`src/rtl/mt_sched_pkg.sv`:
```
// Shared types and defaults for the fetch-stage thread scheduler.
// Per-thread state encoding plus the default thread count and reissue spacing.
package mt_sched_pkg;

    typedef enum logic [1:0] {
        T_IDLE,
        T_READY,
        T_BLOCKED,
        T_HALTED
    } thread_state_t;

    localparam int NUM_THREADS_DEF = 8;
    localparam int MIN_REISSUE_DEF = 5;

endpackage

```
`src/rtl/thread_scheduler_rr_picker.sv`:
```
// Combinational rotating-priority picker: returns the first set mask bit
// after ptr, wrapping around, so ptr itself has the lowest priority.
module rr_picker #(
    parameter int N = 8,
    parameter int W = 3
) (
    input  logic [N-1:0] mask,
    input  logic [W-1:0] ptr,
    output logic [W-1:0] pick,
    output logic         any
);

    // Walk offsets from farthest to nearest so the nearest hit is written last.
    always_comb begin
        pick = ptr;
        any  = 1'b0;
        for (int i = N; i >= 1; i--) begin
            if (mask[ptr + W'(i)]) begin
                pick = ptr + W'(i);
                any  = 1'b1;
            end
        end
    end

endmodule

```
`src/rtl/thread_scheduler.sv`:
```
// Fetch-stage round-robin thread scheduler: tracks per-thread state, block
// timers and issue cooldown, and registers the next fetch thread id.
module thread_scheduler
    import mt_sched_pkg::*;
#(
    parameter int NUM_THREADS = NUM_THREADS_DEF,
    parameter int SEL_W       = 3,
    parameter int MIN_REISSUE = MIN_REISSUE_DEF,
    parameter int CNT_W       = 8
) (
    input  logic                   clk,
    input  logic                   reset,
    input  logic [NUM_THREADS-1:0] thread_en,
    input  logic                   block_valid,
    input  logic [SEL_W-1:0]       block_tid,
    input  logic [CNT_W-1:0]       block_cycles,
    input  logic                   halt_valid,
    input  logic [SEL_W-1:0]       halt_tid,
    output logic [SEL_W-1:0]       sel_f,
    output logic                   issue_valid,
    output logic [NUM_THREADS-1:0] ready_mask,
    output logic                   all_halted
);

    localparam int CD_W = (MIN_REISSUE > 2) ? $clog2(MIN_REISSUE) : 1;

    logic [NUM_THREADS-1:0] eligible;
    logic [NUM_THREADS-1:0] done;
    logic [SEL_W-1:0]       pick;
    logic                   any;
    logic [CNT_W-1:0]       blk_load;
    logic [SEL_W-1:0]       sel_q, sel_d, ptr_q, ptr_d;
    logic                   valid_q, valid_d;

    assign blk_load = (block_cycles == '0) ? CNT_W'(1) : block_cycles;

    rr_picker #(
        .N (NUM_THREADS),
        .W (SEL_W)
    ) u_picker (
        .mask (eligible),
        .ptr  (ptr_q),
        .pick (pick),
        .any  (any)
    );

    for (genvar gi = 0; gi < NUM_THREADS; gi++) begin : g_thread
        thread_state_t    state_q, state_d;
        logic [CNT_W-1:0] blk_q, blk_d;
        logic [CD_W-1:0]  cd_q, cd_d;
        logic             halt_hit, block_hit;

        assign halt_hit  = halt_valid  && (halt_tid  == SEL_W'(gi));
        assign block_hit = block_valid && (block_tid == SEL_W'(gi));

        // Disable beats everything; halt beats block; a fresh block beats expiry.
        always_comb begin
            state_d = state_q;
            blk_d   = blk_q;
            cd_d    = (cd_q != '0) ? cd_q - CD_W'(1) : cd_q;
            if (any && (pick == SEL_W'(gi))) begin
                cd_d = CD_W'(MIN_REISSUE - 1);
            end
            if (!thread_en[gi]) begin
                state_d = T_IDLE;
                blk_d   = '0;
                cd_d    = '0;
            end else begin
                case (state_q)
                    T_IDLE:  state_d = T_READY;
                    T_READY: begin
                        if (halt_hit) begin
                            state_d = T_HALTED;
                        end else if (block_hit) begin
                            state_d = T_BLOCKED;
                            blk_d   = blk_load;
                        end
                    end
                    T_BLOCKED: begin
                        if (halt_hit) begin
                            state_d = T_HALTED;
                            blk_d   = '0;
                        end else if (block_hit) begin
                            blk_d = blk_load;
                        end else if (blk_q <= CNT_W'(1)) begin
                            state_d = T_READY;
                            blk_d   = '0;
                        end else begin
                            blk_d = blk_q - CNT_W'(1);
                        end
                    end
                    T_HALTED: ;
                endcase
            end
        end

        always_ff @(posedge clk) begin
            if (reset) begin
                state_q <= T_IDLE;
                blk_q   <= '0;
                cd_q    <= '0;
            end else begin
                state_q <= state_d;
                blk_q   <= blk_d;
                cd_q    <= cd_d;
            end
        end

        assign eligible[gi] = (state_q == T_READY) && (cd_q == '0);
        assign done[gi]     = !thread_en[gi] || (state_q == T_HALTED);
    end

    always_comb begin
        valid_d = any;
        sel_d   = any ? pick : sel_q;
        ptr_d   = any ? pick : ptr_q;
    end

    always_ff @(posedge clk) begin
        if (reset) begin
            sel_q   <= '0;
            valid_q <= 1'b0;
            ptr_q   <= SEL_W'(NUM_THREADS - 1);
        end else begin
            sel_q   <= sel_d;
            valid_q <= valid_d;
            ptr_q   <= ptr_d;
        end
    end

    assign sel_f       = sel_q;
    assign issue_valid = valid_q;
    assign ready_mask  = eligible;
    assign all_halted  = (&done) && (|thread_en);

endmodule

```
`config.mk`:
```
export PLATFORM = sky130hd
export DESIGN_NAME = thread_scheduler
export DESIGN_NICKNAME = d
export VERILOG_FILES = /design/src/rtl/mt_sched_pkg.sv /design/src/rtl/thread_scheduler_rr_picker.sv /design/src/rtl/thread_scheduler.sv
export SDC_FILE = /design/constraint.sdc
export NUM_CORES = 1
export LEC_CHECK = 0
export ABC_CLOCK_PERIOD_IN_PS = 4300
export CAP_MARGIN = 10
export CORE_AREA = 2 2 135 137
export DETAILED_ROUTE_END_ITERATION = 10
export DIE_AREA = 0 0 137 139
export PLACE_DENSITY = 0.67
export SKIP_CTS_REPAIR_TIMING = 1
export SYNTH_ARGS = -nofsm -noshare
export SYNTH_HDL_FRONTEND = slang
export SYNTH_HIERARCHICAL = 1
export SYNTH_SLANG_ARGS = --single-unit
```
`constraint.sdc`:
```
create_clock -name clk -period 4.3 [get_ports clk]
set_input_delay 0.86 -clock clk [delete_from_list [all_inputs] [get_ports clk]]
set_output_delay 0.86 -clock clk [all_outputs]
set_load 0.1 [all_outputs]
```
# Word level (Yosys, flattened, before mapping)
# Cells that the tools add are included.
# Widths: inputs -> output; s select.
# totals
elab_cells,446
ff_bits,111
input_bits,26
# classes
n_bitwise,8
magnitude_cmp,16
n_reduce_logical,135
add_sub_neg,23
mux,144
eq_ne,85
# ops
op,count
$mux 8,41
$pmux 8 s2,8
$mux 2,40
$ne 3x3->1 const B,24
$mux 3,23
$le 8x1->1 const B,8
$sub 8x1->8 const B,8
$pmux 2 s3,8
$reduce_bool 3->1,16
$eq 3x3->1 const B,12
$logic_and 1x1->1,33
$logic_not 3->1,11
$eq 2x2->1 const B,16
$lt 3x4->1 const B,8
$ne 2x2->1 const B,16
$reduce_and 4->1,8
$reduce_bool 2->1,16
$bmux 1 s3,8
$reduce_and 3->1,8
$reduce_or 3->1,8
$sub 3x1->3 const B,8
$eq 3x2->1 const B,6
$eq 2x1->1 const B,8
$logic_not 2->1,8
other kinds (12),61

# Longest topological paths before layout
# depth
ltp_word,14
mapped_depth,16

# By module
# The synthesis kept the hierarchy.
# by_module_without_submodules
module,seq_area_each_um2,n_inst,area_per_inst_um2,cells_per_inst
thread_scheduler,2222.1,1,7983.9,1004
rr_picker,0.0,1,699.4,78

# Worst setup path after synthesis
# OpenSTA, ideal clock, no wires.
# synth_path
path_kind,in2out
from,input thread_en[1]
to,output all_halted
setup_slack_ps,475
path_stages,4
path_buffers,0
t_arrival_ps,2965
cell_sequence,inv_1 -> o22ai_1 -> or4_1 -> a21oi_1
# synth_via
elab_chain_len,4
# synth_lines
item,line_no,rtl
from (decl),thread_scheduler.sv:13,"input logic [NUM_THREADS-1:0] thread_en,"
$logic_not 1->1,thread_scheduler.sv:110,assign done[gi] = !thread_en[gi] || (state_q == T_HALTED);
$logic_or 1x1->1,thread_scheduler.sv:110,
$reduce_and 8->1,thread_scheduler.sv:134,assign all_halted = (&done) && (|thread_en);
$logic_and 1x1->1 *,thread_scheduler.sv:134,
to (decl),thread_scheduler.sv:22,output logic all_halted
# Mark *: on every way between the ends. The rest lies on a longest branch, timed or not.

# Worst setup path in the final report
# layout_path
from,register g_thread[0].cd_q[0]
to,register g_thread[2].cd_q[0]
# layout_via
elab_chain_len,14
# layout_lines
item,line_no,rtl
from (decl),thread_scheduler.sv:50,"logic [CD_W-1:0] cd_q, cd_d;"
from (signal assigned),thread_scheduler.sv:101,cd_q <= '0;
from (signal assigned),thread_scheduler.sv:105,cd_q <= cd_d;
$logic_not 3->1 *,thread_scheduler.sv:109,assign eligible[gi] = (state_q == T_READY) && (cd_q == '0);
$logic_and 1x1->1 *,thread_scheduler.sv:109,
$bmux 1 s3,thread_scheduler_rr_picker.sv:18,if (mask[ptr + W'(i)]) begin
$mux 1 (not written as such),thread_scheduler_rr_picker.sv:18,
$mux 3 (6 in a row),thread_scheduler_rr_picker.sv:18,
$mux 3 *,thread_scheduler_rr_picker.sv:18,
named net pick[1],thread_scheduler.sv:29,logic [SEL_W-1:0] pick;
$eq 3x2->1 *,thread_scheduler.sv:61,if (any && (pick == SEL_W'(gi))) begin
$logic_and 1x1->1 *,thread_scheduler.sv:61,
$reduce_or 3->1 (no line) *,--,
to (signal assigned),thread_scheduler.sv:101,
to (signal assigned),thread_scheduler.sv:105,
to (decl),thread_scheduler.sv:50,
# The timed path passes the listed nets; every way through them passes the cells marked *. The select of a mux whose other input is x is not followed.
# A chain may end at the register's enable or synchronous reset.

==> run metrics <==
fin cells 1334; Hold Violations, Final 0; Hold Crit Start g_thread[3].cd_q[1]; DP Area 9208 um2; WHS Path Cells 2; initial antenna violation count 0; Slew HR 10.65%; final worst setup slack 617.5 ps; Seq/Total Area, Yosys 25.59%; H-tree depth 3; crit-path max FO 6; CTS root buffer clkbuf_16; HPWL Detailed 17.31 mm; Post-Syn Nets 1182; # port buffers 38; WP data required 4570 ps; via count 8298; Post-synth EDFFs 0; yosys warns 6; RSZ-0062 raised after global routing no; Final Max Tran Viols 0; Cells after Synth 1082; CORE AREA 17660 um2; Total Wirelength 24.07 mm; Sw Share 44.60%; global-route wire length before repair 38.52 mm; cell area after layout 9504 um2; Die ar. 19040 um2; Avg WL per Cell 18.04 um; synthesis-to-finish area growth 9.453%; drt pass-1 iters 5; asr flop ratio synth 0%; Hold WC Path Type reg -> reg; routability cong. 0.9142; r2r startpoint g_thread[0].cd_q[0]; GRT overflow 0; Mean Syn Cell Area 8.025 um2; pwr dens 454.5 nW/um2; max frequency 271.6 MHz; crit path DAT 3950 ps; row count 49; Period minus WS final 3682 ps; leakage power 0.003760 uW; pre-CTS setup slack 631.0 ps; max-cap violations 0; Critical Path Sink Type flip-flop; Final Setup Violations 0; drt initial violations 765; GRT Total Usage 25.34%; # diodes 0; Worst R2R Path Depth 14; boundary pin count 39; worst r2r dst g_thread[2].cd_q[0]; CTS tree yes; clk sinks 111; cell internal pwr 2393 uW; Post-synth top flop dfxtp_1; clock skew 14.98 ps; Distinct cells, synth 92; Die X 137 um; Core Util, Final 53.83%; worst hold endpoint g_thread[3].cd_q[1]; startpoint type of the worst setup path flip-flop; cts bufs inserted 9; Die Span Y 139 um; initial core utilization 49.18%; Comb power frac 51.4%; layout cells sized above 1 8.507%; maximum VDD drop 0.4928 mV; Worst Tran Pin Value 1340 ps; Crit Path Class reg -> reg; Clk Latency, worst-skew pair 370 ps; Reg clk slew, reported paths 90 ps; Worst R2R Setup Slack 620 ps; Clk pwr share 20.0%; clock buffer depth 2; Via density 6.220; Seq pwr share 28.5%; # nets final 1200; outcome finished, final reports clean; sw power 1927 uW; Post-DRT Antenna Nets 0; DRC viols 0; dpl cells 1318; vias in the first global route 7430; setup TNS 0 ps; Seq cells post-synth 111; Mapped Area 8683 um2; largest net degree at the start of global routing 23; Final Cycle Share 85.64%
==> final cells by class <==
| cell class | count | area (um2) |
|---|---|---|
| fillers | 1686 | 8153 |
| multi-input cells | 831 | 5848 |
| flip-flops and latches | 111 | 2222 |
| repair buffers | 57 | 513.0 |
| inverters | 90 | 337.8 |
| well taps | 229 | 286.5 |
| clock buffers | 9 | 225.2 |
| clock inverters | 7 | 71.32 |
==> registers in the layout, indices dropped and copies added, names as in the netlist <==
name              flops
g_thread.cd_q        24
ptr_q                 3
issue_valid           1
g_thread.blk_q       64
sel_f                 3
g_thread.state_q     16
==> how the worst max path moves through the flow <==
stage                              startpoint                  end  slack [ps]  cells past startpoint
after floorplan                  thread_en[1]           all_halted         480                      4
after global placement    g_thread[0].cd_q[0]  g_thread[2].cd_q[0]         800                     14
after detailed placement  g_thread[0].cd_q[0]  g_thread[2].cd_q[0]         630                     14
after CTS                 g_thread[0].cd_q[0]  g_thread[2].cd_q[0]         630                     14
after global routing      g_thread[0].cd_q[0]  g_thread[2].cd_q[0]         390                     14
final                     g_thread[0].cd_q[0]  g_thread[2].cd_q[0]         620                     14
==> synthesized netlist by cell type, drive strengths merged, types with 12 or more instances <==
library cell / number / area share [%]
dfxtp: 111 / 26
a211oi: 14 / 1.2
nand2b: 13 / 0.94
mux2i: 23 / 2.8
or3: 14 / 1.1
inv: 90 / 3.9
o21ai: 45 / 2.6
nor3: 44 / 2.6
nand2: 94 / 4.1
a221oi: 13 / 1.3
clkbuf: 31 / 1.6
a31oi: 15 / 1.1
and2: 14 / 1.0
xor2: 12 / 1.2
a32o: 16 / 1.9
o31ai: 23 / 2.0
ha: 74 / 11
nor2: 94 / 4.2
nand3: 30 / 1.7
a21oi: 74 / 4.3
buf: 18 / 1.2
nor4: 19 / 1.4
==> power groups by stage <==
| stage | registers [uW] | logic, uW | clock network (uW) |
|---|---|---|---|
| after CTS | 1230 | 2220 | 884 |
| after global placement | 1250 | 2200 | 0 |
| after detailed placement | 1260 | 2200 | 0 |
| after global routing | 1250 | 2440 | 928 |
| after floorplan | 1340 | 1660 | 0 |
| final | 1230 | 2220 | 866 |
==> metal layers <==
| metal | wire, um | share of wire, % | vias up | GRT usage, % |
|---|---|---|---|---|
| li1 | - | - | 4060 | - |
| met1 | 10900 | 45 | 3871 | 34.72 |
| met2 | 10710 | 44 | 311 | 38.83 |
| met3 | 1605 | 6.7 | 56 | 4.971 |
| met4 | 850 | 3.5 | 0 | 10.31 |
| met5 | 0 | 0 | - | 0 |
==> cells by family (layout without fill, tap and decap cells) <==
kind of cell / count (synthesis) / after routing / synth area share [%]
AND/OR/NAND/NOR: 399 / 399 / 24.57
AO/OA/AOI/OAI: 306 / 306 / 25.07
buffers and inverters: 140 / 163 / 7.060
flip-flops: 111 / 111 / 25.59
adder cells (fa/ha/maj): 74 / 74 / 10.66
multiplexers: 36 / 36 / 5.432
XOR/XNOR: 16 / 16 / 1.614
==> cells in the final DEF (no fill, tap or decap), drive strengths merged, types with 10 or more instances in the layout <==
master,Yosys,final
a21oi,74,74
buf,18,28
nand3,30,30
a31oi,15,15
inv,90,95
or3,14,14
a22oi,10,10
nor2,94,94
and2,14,14
nor3,44,44
xor2,12,12
o31ai,23,23
clkdlybuf4s50,0,29
nand2,94,94
nor4,19,19
mux2i,23,23
a221oi,13,13
a32o,16,16
a211oi,14,14
dfxtp,111,111
nand2b,13,13
or4,10,10
ha,74,74
o21ai,45,45
==> metrics by stage <==
step                hold slack, ps  total power [uW]
floorplan                    430.5              3000
global placement             470.0              3451
detailed placement           472.0              3461
CTS                          495.2              4333
global route                 511.8              4618
finish                       490.2              4320
==> worst max-delay path, stage by stage, from the launching register on <==
cell and delay, ps:
dfxtp_1 350, inv_1 50, ha_1 210, ha_1 250
and2_1 250, mux4_2 600, mux2i_4 210, inv_2 80
a2111oi_4 310, nor3_1 80, a221oi_1 690, nor2b_1 250
nand2_1 110, nand2_1 110, nor2_1 50
Note: power is estimated with default switching activity, not from simulation.
